<file path="src/rtl/hdmi_pkg.sv">
// Shared TMDS constants: control tokens, guard-band words, TERC4 table, mode encodings.
package hdmi_pkg;

    localparam logic [1:0] MODE_CTL   = 2'b00;
    localparam logic [1:0] MODE_VID   = 2'b01;
    localparam logic [1:0] MODE_GB    = 2'b10;
    localparam logic [1:0] MODE_TERC4 = 2'b11;

    // All words below are in standard TMDS order (bit 0 first on the wire).
    localparam logic [9:0] TMDS_CTL0 = 10'h354;
    localparam logic [9:0] TMDS_CTL1 = 10'h0ab;
    localparam logic [9:0] TMDS_CTL2 = 10'h154;
    localparam logic [9:0] TMDS_CTL3 = 10'h2ab;

    localparam logic [9:0] TMDS_GB_VID0 = 10'h2cc;
    localparam logic [9:0] TMDS_GB_VID1 = 10'h133;
    localparam logic [9:0] TMDS_GB_VID2 = 10'h2cc;

    // Indexed by the TERC4 nibble; entry 15 is the leftmost element.
    localparam logic [15:0][9:0] TMDS_TERC4 = {
        10'h2c3, 10'h163, 10'h271, 10'h28e, 10'h2c6, 10'h19c, 10'h139, 10'h2cc,
        10'h13c, 10'h18e, 10'h11e, 10'h171, 10'h2e2, 10'h2e4, 10'h263, 10'h29c
    };

    function automatic logic [9:0] bit_reverse10(input logic [9:0] w);
        logic [9:0] r;
        for (int i = 0; i < 10; i++) begin
            r[i] = w[9-i];
        end
        return r;
    endfunction

endpackage

</file>
<file path="src/rtl/tmds_qm.sv">
// Transition-minimising first half of TMDS 8b/10b: data byte -> q_m[8:0] and its ones count.
module tmds_qm (
    input  logic [7:0] i_data,
    output logic [8:0] o_qm,
    output logic [3:0] o_n1q
);

    logic [3:0] n1d;
    logic       use_xnor;

    // XNOR chain when the byte is ones-heavy, XOR chain otherwise; bit 8 flags which.
    always_comb begin
        n1d = '0;
        for (int i = 0; i < 8; i++) begin
            n1d = n1d + {3'b000, i_data[i]};
        end
        use_xnor = (n1d > 4'd4) || ((n1d == 4'd4) && !i_data[0]);
        o_qm = '0;
        o_qm[0] = i_data[0];
        for (int i = 1; i < 8; i++) begin
            o_qm[i] = use_xnor ? ~(o_qm[i-1] ^ i_data[i]) : (o_qm[i-1] ^ i_data[i]);
        end
        o_qm[8] = ~use_xnor;
        o_n1q = '0;
        for (int i = 0; i < 8; i++) begin
            o_n1q = o_n1q + {3'b000, o_qm[i]};
        end
    end

endmodule

</file>
<file path="src/rtl/hdmi_tmds_encoder.sv">
// Transmit-side TMDS channel encoder: control, video, guard band and TERC4, 2-clock latency.
module hdmi_tmds_encoder
    import hdmi_pkg::*;
#(
    parameter int unsigned CHANNEL        = 0,
    parameter bit          OPT_BITREVERSE = 1'b1
) (
    input  logic       i_clk,
    input  logic       i_reset,
    input  logic [1:0] i_mode,
    input  logic [1:0] i_ctl,
    input  logic [7:0] i_data,
    input  logic [3:0] i_aux,
    output logic [9:0] o_word,
    output logic [4:0] o_disparity
);

    localparam logic [9:0] GB_WORD = (CHANNEL == 1) ? TMDS_GB_VID1 :
                                     (CHANNEL == 2) ? TMDS_GB_VID2 : TMDS_GB_VID0;

    logic [8:0] qm;
    logic [3:0] n1q;

    logic [1:0] mode_q;
    logic [1:0] ctl_q;
    logic [3:0] aux_q;
    logic [8:0] qm_q;
    logic [3:0] n1q_q;

    logic [9:0]        word_d, word_q;
    logic signed [4:0] cnt_d, cnt_q;
    logic [4:0]        twice_n1;
    logic signed [4:0] diff;
    logic signed [4:0] two_if_qm8;

    tmds_qm u_qm (
        .i_data (i_data),
        .o_qm   (qm),
        .o_n1q  (n1q)
    );

    // Stage 1: capture mode/side data and the transition-minimised byte.
    always_ff @(posedge i_clk) begin
        if (i_reset) begin
            mode_q <= MODE_CTL;
            ctl_q  <= 2'b00;
            aux_q  <= '0;
            qm_q   <= '0;
            n1q_q  <= '0;
        end else begin
            mode_q <= i_mode;
            ctl_q  <= i_ctl;
            aux_q  <= i_aux;
            qm_q   <= qm;
            n1q_q  <= n1q;
        end
    end

    // Stage 2: pick the output word and advance the running disparity.
    always_comb begin
        twice_n1   = {n1q_q, 1'b0};
        diff       = $signed(twice_n1 - 5'd8);   // n1q - n0q; modular, result fits in 5 bits
        two_if_qm8 = qm_q[8] ? 5'sd2 : 5'sd0;
        word_d     = TMDS_CTL0;
        cnt_d      = '0;
        unique case (mode_q)
            MODE_VID: begin
                if ((cnt_q == 5'sd0) || (n1q_q == 4'd4)) begin
                    word_d = {~qm_q[8], qm_q[8], qm_q[8] ? qm_q[7:0] : ~qm_q[7:0]};
                    cnt_d  = qm_q[8] ? (cnt_q + diff) : (cnt_q - diff);
                end else if (((cnt_q > 5'sd0) && (n1q_q > 4'd4)) ||
                             ((cnt_q < 5'sd0) && (n1q_q < 4'd4))) begin
                    word_d = {1'b1, qm_q[8], ~qm_q[7:0]};
                    cnt_d  = cnt_q + two_if_qm8 - diff;
                end else begin
                    word_d = {1'b0, qm_q[8], qm_q[7:0]};
                    cnt_d  = cnt_q - (5'sd2 - two_if_qm8) + diff;
                end
            end
            MODE_GB:    word_d = GB_WORD;
            MODE_TERC4: word_d = TMDS_TERC4[aux_q];
            default: begin
                unique case (ctl_q)
                    2'b01:   word_d = TMDS_CTL1;
                    2'b10:   word_d = TMDS_CTL2;
                    2'b11:   word_d = TMDS_CTL3;
                    default: word_d = TMDS_CTL0;
                endcase
            end
        endcase
    end

    // Output register; bit order for the serializer is fixed here only.
    always_ff @(posedge i_clk) begin
        if (i_reset) begin
            word_q <= OPT_BITREVERSE ? bit_reverse10(TMDS_CTL0) : TMDS_CTL0;
            cnt_q  <= '0;
        end else begin
            word_q <= OPT_BITREVERSE ? bit_reverse10(word_d) : word_d;
            cnt_q  <= cnt_d;
        end
    end

    assign o_word      = word_q;
    assign o_disparity = cnt_q;

endmodule

</file>
<file path="config.mk">
export PLATFORM = sky130hd
export DESIGN_NAME = hdmi_tmds_encoder
export DESIGN_NICKNAME = d
export VERILOG_FILES = /design/src/rtl/hdmi_pkg.sv /design/src/rtl/tmds_qm.sv /design/src/rtl/hdmi_tmds_encoder.sv
export SDC_FILE = /design/constraint.sdc
export NUM_CORES = 1
export LEC_CHECK = 0
export ABC_AREA = 0
export CORE_ASPECT_RATIO = 0.5
export CORE_MARGIN = 3
export CORE_UTILIZATION = 61
export CTS_CLUSTER_DIAMETER = 80
export CTS_CLUSTER_SIZE = 28
export DETAILED_ROUTE_END_ITERATION = 8
export PLACE_DENSITY = 0.86
export SYNTH_ARGS = -nofsm -noshare
export SYNTH_HDL_FRONTEND = slang
export SYNTH_SLANG_ARGS = --single-unit
</file>
<file path="constraint.sdc">
create_clock -name i_clk -period 12.25 [get_ports i_clk]
set_input_delay 2.45 -clock i_clk [delete_from_list [all_inputs] [get_ports i_clk]]
set_output_delay 2.45 -clock i_clk [all_outputs]
set_load 0.01 [all_outputs]
</file>
After elaboration in Yosys (flattened, before gate mapping)
Memories as Yosys holds them, arrays and structs flattened. A register that Yosys moved wholly into a read port is not among the register bits.
Index checks and enable logic that the tools add are counted.
{"block": "word_totals", "register_bits": 36, "latchBits": 0, "mem_bits_rw": 0, "romBits": 160, "output_inout_bits": 15, "word_cells": 89, "memories": 1}
{"block": "op_classes", "n_addsub": 22, "n_mul": 0, "n_div": 0, "n_lt_le_gt_ge": 6, "n_eq_ne": 8, "n_shift": 0, "muxes": 18, "bitwise_logic": 18, "reduce_logical": 9}
{"memory": "(name not given)", "words": 16, "width": 10, "rd": 1, "rd_clocked_by_memory_dff": 1, "wr": 0, "line": "hdmi_tmds_encoder.sv:81", "rtl": "MODE_TERC4: word_d = TMDS_TERC4[aux_q];"}
{"cell": "$pmux W10 S3", "count": 2}
{"cell": "$add A4 B1 Y4", "count": 12}
{"cell": "$mux W10", "count": 3}
{"cell": "$mux W5", "count": 3}
{"cell": "$add A5 B5 Y5", "count": 2}
{"cell": "$not A1 Y1", "count": 10}
{"cell": "$sub A5 B5 Y5", "count": 2}
{"cell": "$eq A2 B2 Y1 const B", "count": 4}
{"cell": "$eq A4 B3 Y1 const B", "count": 2}
{"cell": "$gt A4 B3 Y1 const B", "count": 2}
{"cell": "$mux W8", "count": 1}
{"cell": "$not A8 Y8", "count": 1}
{"cell": "$mux W1", "count": 7}
{"cell": "$xor A1 B1 Y1", "count": 7}
{"cell": "$add A5 B3 Y5", "count": 1}
{"cell": "$gt A5 B1 Y1 const B", "count": 1}
{"cell": "$logic_not A5 Y1", "count": 1}
{"cell": "$lt A4 B5 Y1 const B", "count": 1}
{"cell": "$lt A5 B1 Y1 const B", "count": 1}
{"cell": "$sub A5 B3 Y5", "count": 1}
{"cell": "$sub A5 B4 Y5 const B", "count": 1}
{"cell": "$add A1 B1 Y2", "count": 2}
{"cell": "$eq A2 B1 Y1 const B", "count": 2}
{"cell": "$lt A4 B3 Y1 const B", "count": 1}
{"cell": "other kinds (7)", "count": 11}

Logic depth before layout (Yosys ltp)
{"block": "depth", "depth_word": 30, "ltp_mapped": 21}

Hierarchy
Synthesis repeated with hierarchy kept, for this count alone.
{"block": "unflattened", "cells_unflattened": 333, "hier_area_um2": 3014.1}
{"module": "hdmi_tmds_encoder", "n_inst": 1, "cells_per_inst": 274, "area_each_um2": 2442.3, "seq_area_each_um2": 820.8}
{"module": "tmds_qm", "n_inst": 1, "cells_per_inst": 59, "area_each_um2": 571.8, "seq_area_each_um2": 0.0}

Least setup slack after synthesis
Ideal clock, no wire load.
{"block": "synth_timing", "path_type": "input to register", "from": "input port i_data[0]", "to": "register n1q_q[1]", "setup_time_ns": 0.065, "arrival_time_ns": 7.710, "t_required_ns": 12.185, "slack_ns": 4.475, "cell_stages": 20, "path_buffers": 0, "path_cell_list": "ha_1 -> inv_1 -> fa_1 -> fa_1 -> inv_1 -> fa_1 -> fa_1 -> nor3b_1 -> o21ai_0 -> a21oi_1 -> xnor2_1 -> ha_1 -> inv_1 -> fa_1 -> inv_1 -> fa_1 -> fa_1 -> inv_1 -> fa_1 -> nor2_1"}
{"block": "synth_between", "elab_chain_len": 30, "word_cells_on_any_way": 40, "classes_between": "14 x add/sub; 1 x order compare; 1 x eq/ne; 7 x mux; 14 x bitwise; 3 x reduce/logical"}
{"element": "from (decl)", "line": "hdmi_tmds_encoder.sv:12", "rtl": "input logic [7:0] i_data,"}
{"element": "branches (longest 10 deep; another with $add A4 B1 Y4)"}
{"element": "$mux W1 (*)", "line": "tmds_qm.sv:21", "rtl": "o_qm[i] = use_xnor ? ~(o_qm[i-1] ^ i_data[i]) : (o_qm[i-1] ^ i_data[i]);"}
{"element": "named net qm[1]", "line": "hdmi_tmds_encoder.sv:21", "rtl": "logic [8:0] qm;"}
{"element": "branches (longest 18 deep; another with $add A4 B1 Y4)"}
{"element": "$add A4 B1 Y4 (*)", "line": "tmds_qm.sv:26", "rtl": "o_n1q = o_n1q + {3'b000, o_qm[i]};"}
{"element": "to (signal assigned)", "line": "hdmi_tmds_encoder.sv:55", "rtl": "n1q_q <= n1q;"}
{"element": "to (decl)", "line": "hdmi_tmds_encoder.sv:28", "rtl": "logic [3:0] n1q_q;"}
Mark *: on every way through the listed nets, which the timed path passes.
A chain may end at the register's enable or synchronous reset.

Worst setup path after layout
Ends and elaborated chain as after synthesis.

==> summary.md <==
| Metric | Value |
|---|---|
| DRC | 0 |
| First-pass GRT wire length | a little under 10 mm |
| Final net count | 409 |
| Worst Reg-to-Reg Cells | 9 |
| Number of distinct library cells after synthesis | 46 |
| Layout cells sized above 1 | between 5 and 6% |
| RR Startpoint | qm_q[8] |
| Worst EP required | 12.49 ns |
| Global placement routability congestion | between 0.9 and 1 |
| Synth Area per Inst | 9.11 µm² |
| Total global routing track utilization | 21.7% |
| Crit Path Category | primary input to register |
| Crit path to | n1q_q[1] |
| Largest net degree at the start of global routing | 26 |
| Min Tclk post-route | 8.41 ns |
| Status | complete, no violations |
| Final count of negative-setup-slack endpoints | 0 |
| Post-synth EDFFs | 0 |
| Yosys reg bits | just over 40 |
| Asr flop ratio synth | 0% |
| Number of diodes | 0 |
| Buffer depth of the longest clock path | 2 |
| Width of the chip | approximately 100 µm |
| Wire per inst | about 14 µm |
| Worst-path clk slew | roughly 0.080 ns |
| Die ar. | ~5700 µm² |
| GRT overflow | 0 |
| Setup TNS | 0 ns |
| Num Clock Sinks | 41 |
| Unrepaired setup endpoints after global routing | false |
| CTS Buf Count | 5 |
| Max cap viols | 0 |
| Num ports | 33 |
| Leading cell type in the layout, fill and taps excluded | dfxtp_1 |
| Hold Crit Class | register to register |
| Vias per cell | approximately 5.5 |
| Initial core utilization | between 60% and 70% |
| Buffers added on ports | 31 |
| Util after Layout | about three quarters |
| Main synth FF type | dfxtp_1 |
| Hpwl dp | ~4.6 mm |
| Seq/Total Area, Yosys | between 20% and 30% |
| Via count | ~2.3k |
| Worst Path Max Fanout | 5 |
| Buffer count from post-CTS setup fixing | 0 |
| CP startpoint | i_data[0] |
| Power per cell area | between 150 and 200 nW/µm² |
| CP arrival | ~8.7 ns |
| Die height | 54.8 µm |
| Reg2reg setup slack | about 9.7 ns |
| CP startpoint kind | primary input |
| Final WL | about 6 mm |
| DR pass1 iterations | 5 |
| Worst Tran Pin Value | between 0.5 and 0.6 ns |
| # hold bufs at CTS | 0 |
| Critical R2R Capture | o_disparity[4] |
| CTS root buf | clkbuf_8 |
| Most frequent cells in the layout | dfxtp_1, inv_1, ha_1 |
| # rows | 17 |
| Peak VDD IR | around 0.000095 V |
| Final ANT Viol Nets | 0 |
| CTS tree | done |
| Fin crit share | between 60 and 70% |
| Hold WS | 0.528 ns |
| Layout area overhead | 15.4% |
| Max_slew headroom | between 60% and 70% |
| Syn Inst Count | about 320 |
| Clk_skew | 0.00949 ns |
| Vias in the first global route | 2,096 |
| Net Count, Synth | between 300 and 400 |
| Leak | around 1.5 nW |
| Core area | 4490 µm² |
| Worst skew pair latency | approximately 0.30 ns |
| Cell area after synthesis | between 2000 and 3000 µm² |
| 1st-iter DRT viols | between 100 and 150 |
| CTS resizes | 0 |
| Max Freq | 0.119 GHz |
| Initial antenna violation count | 0 |
| CP Capture Type | register |
| Endpoints failing hold | 0 |
| Max Slew Vio Count | 0 |
| Syn. warnings | 0 |
| H-tree depth | 2 |
==> stage by stage <==
step / cell area (µm²) / setup WS (ns) / total power, mW / std cells
6_report: 3350 / 3.84 / 0.657 / 412
2_1_floorplan: 2910 / 4.48 / 0.470 / 319
5_1_grt: 3350 / 3.53 / 0.719 / 412
3_3_place_gp: 3240 / 3.85 / 0.530 / 404
3_5_place_dp: 3240 / 3.54 / 0.550 / 404
4_1_cts: 3350 / 3.86 / 0.661 / 412
==> Yosys cell counts, drive strengths merged, types with 2 or more instances <==
library cell	count	area, µm²
a21boi	3	22.5
fa	13	260
nand3b	3	22.5
nor2	24	90.1
o22ai	8	50.1
o211ai	6	45.0
o2bb2ai	2	42.5
mux2i	4	40.0
buf	4	33.8
nor2b	10	62.6
a21o	2	15.0
ha	33	413
a21oi	12	60.1
o21ai	17	85.1
inv	36	135
dfxtp	41	821
xnor2	20	194
nand2	20	75.1
nand2b	3	18.8
mux2	5	56.3
xor2	8	70.1
nand3	3	15.0
a31oi	6	37.5
and2	6	37.5
or3	2	12.5
nor3	3	15.0
nor3b	3	22.5
clkbuf	9	33.8
==> worst max-delay path, stage by stage <==
cell and delay [ns]:
clkdlybuf4s50_1 0.47, ha_1 0.36, inv_1 0.07, fa_1 0.46, fa_1 0.49, inv_1 0.05
fa_1 0.41, fa_1 0.46, nor3b_1 0.30, o21ai_0 0.15, a21oi_1 0.46, xnor2_1 0.17
ha_1 0.30, inv_1 0.05, fa_1 0.53, inv_1 0.05, fa_1 0.46, fa_1 0.39
inv_1 0.08, fa_1 0.40, nor2_1 0.08
==> worst min-delay path by stage <==
stage,from,end,slack (ns),depth (start not counted)
after floorplan,register,o_word[5],0.46,2
after global placement,register,o_word[5],0.49,2
after detailed placement,register,o_word[0],0.51,2
after CTS,register,o_word[5],0.53,2
after global routing,qm_q[0],o_word[9],0.58,2
final,register,o_word[5],0.53,2
==> layout make-up <==
cell class                 count  area (µm²)
multi-input combinational    229        1880
fill                         325        1130
sequential                    41         821
timing repair buffer          32         318
inverter                      36         135
tap                           66        82.6
clock buffer                   5        68.8
clock inverter                 3        46.3
==> cells by family after synthesis <==
group / share of synthesized area [%]
other: 0.129
buffers and inverters: 6.97
AO/OA/AOI/OAI: 14.7
AND/OR/NAND/NOR: 13.6
multiplexers: 3.31
adder cells (fa/ha/maj): 23.2
XOR/XNOR: 9.90
flip-flops: 28.2
==> power by group <==
part / switching [mW] / internal (mW) / leakage (nW) / total (mW)
Sequential: 0.0177 / 0.157 / 0.340 / 0.174
Clock: 0.0491 / 0.0610 / 0.0543 / 0.110
Combinational: 0.194 / 0.179 / 1.07 / 0.372
Total: 0.260 / 0.396 / 1.46 / 0.657
==> metal layers <==
layer,GRT usage [%],wire length (µm)
met4,9.05,112
met3,3.65,290
met1,26.4,2610
met5,0,0
met2,40.3,2880
Power figures use the tool's default switching activity.
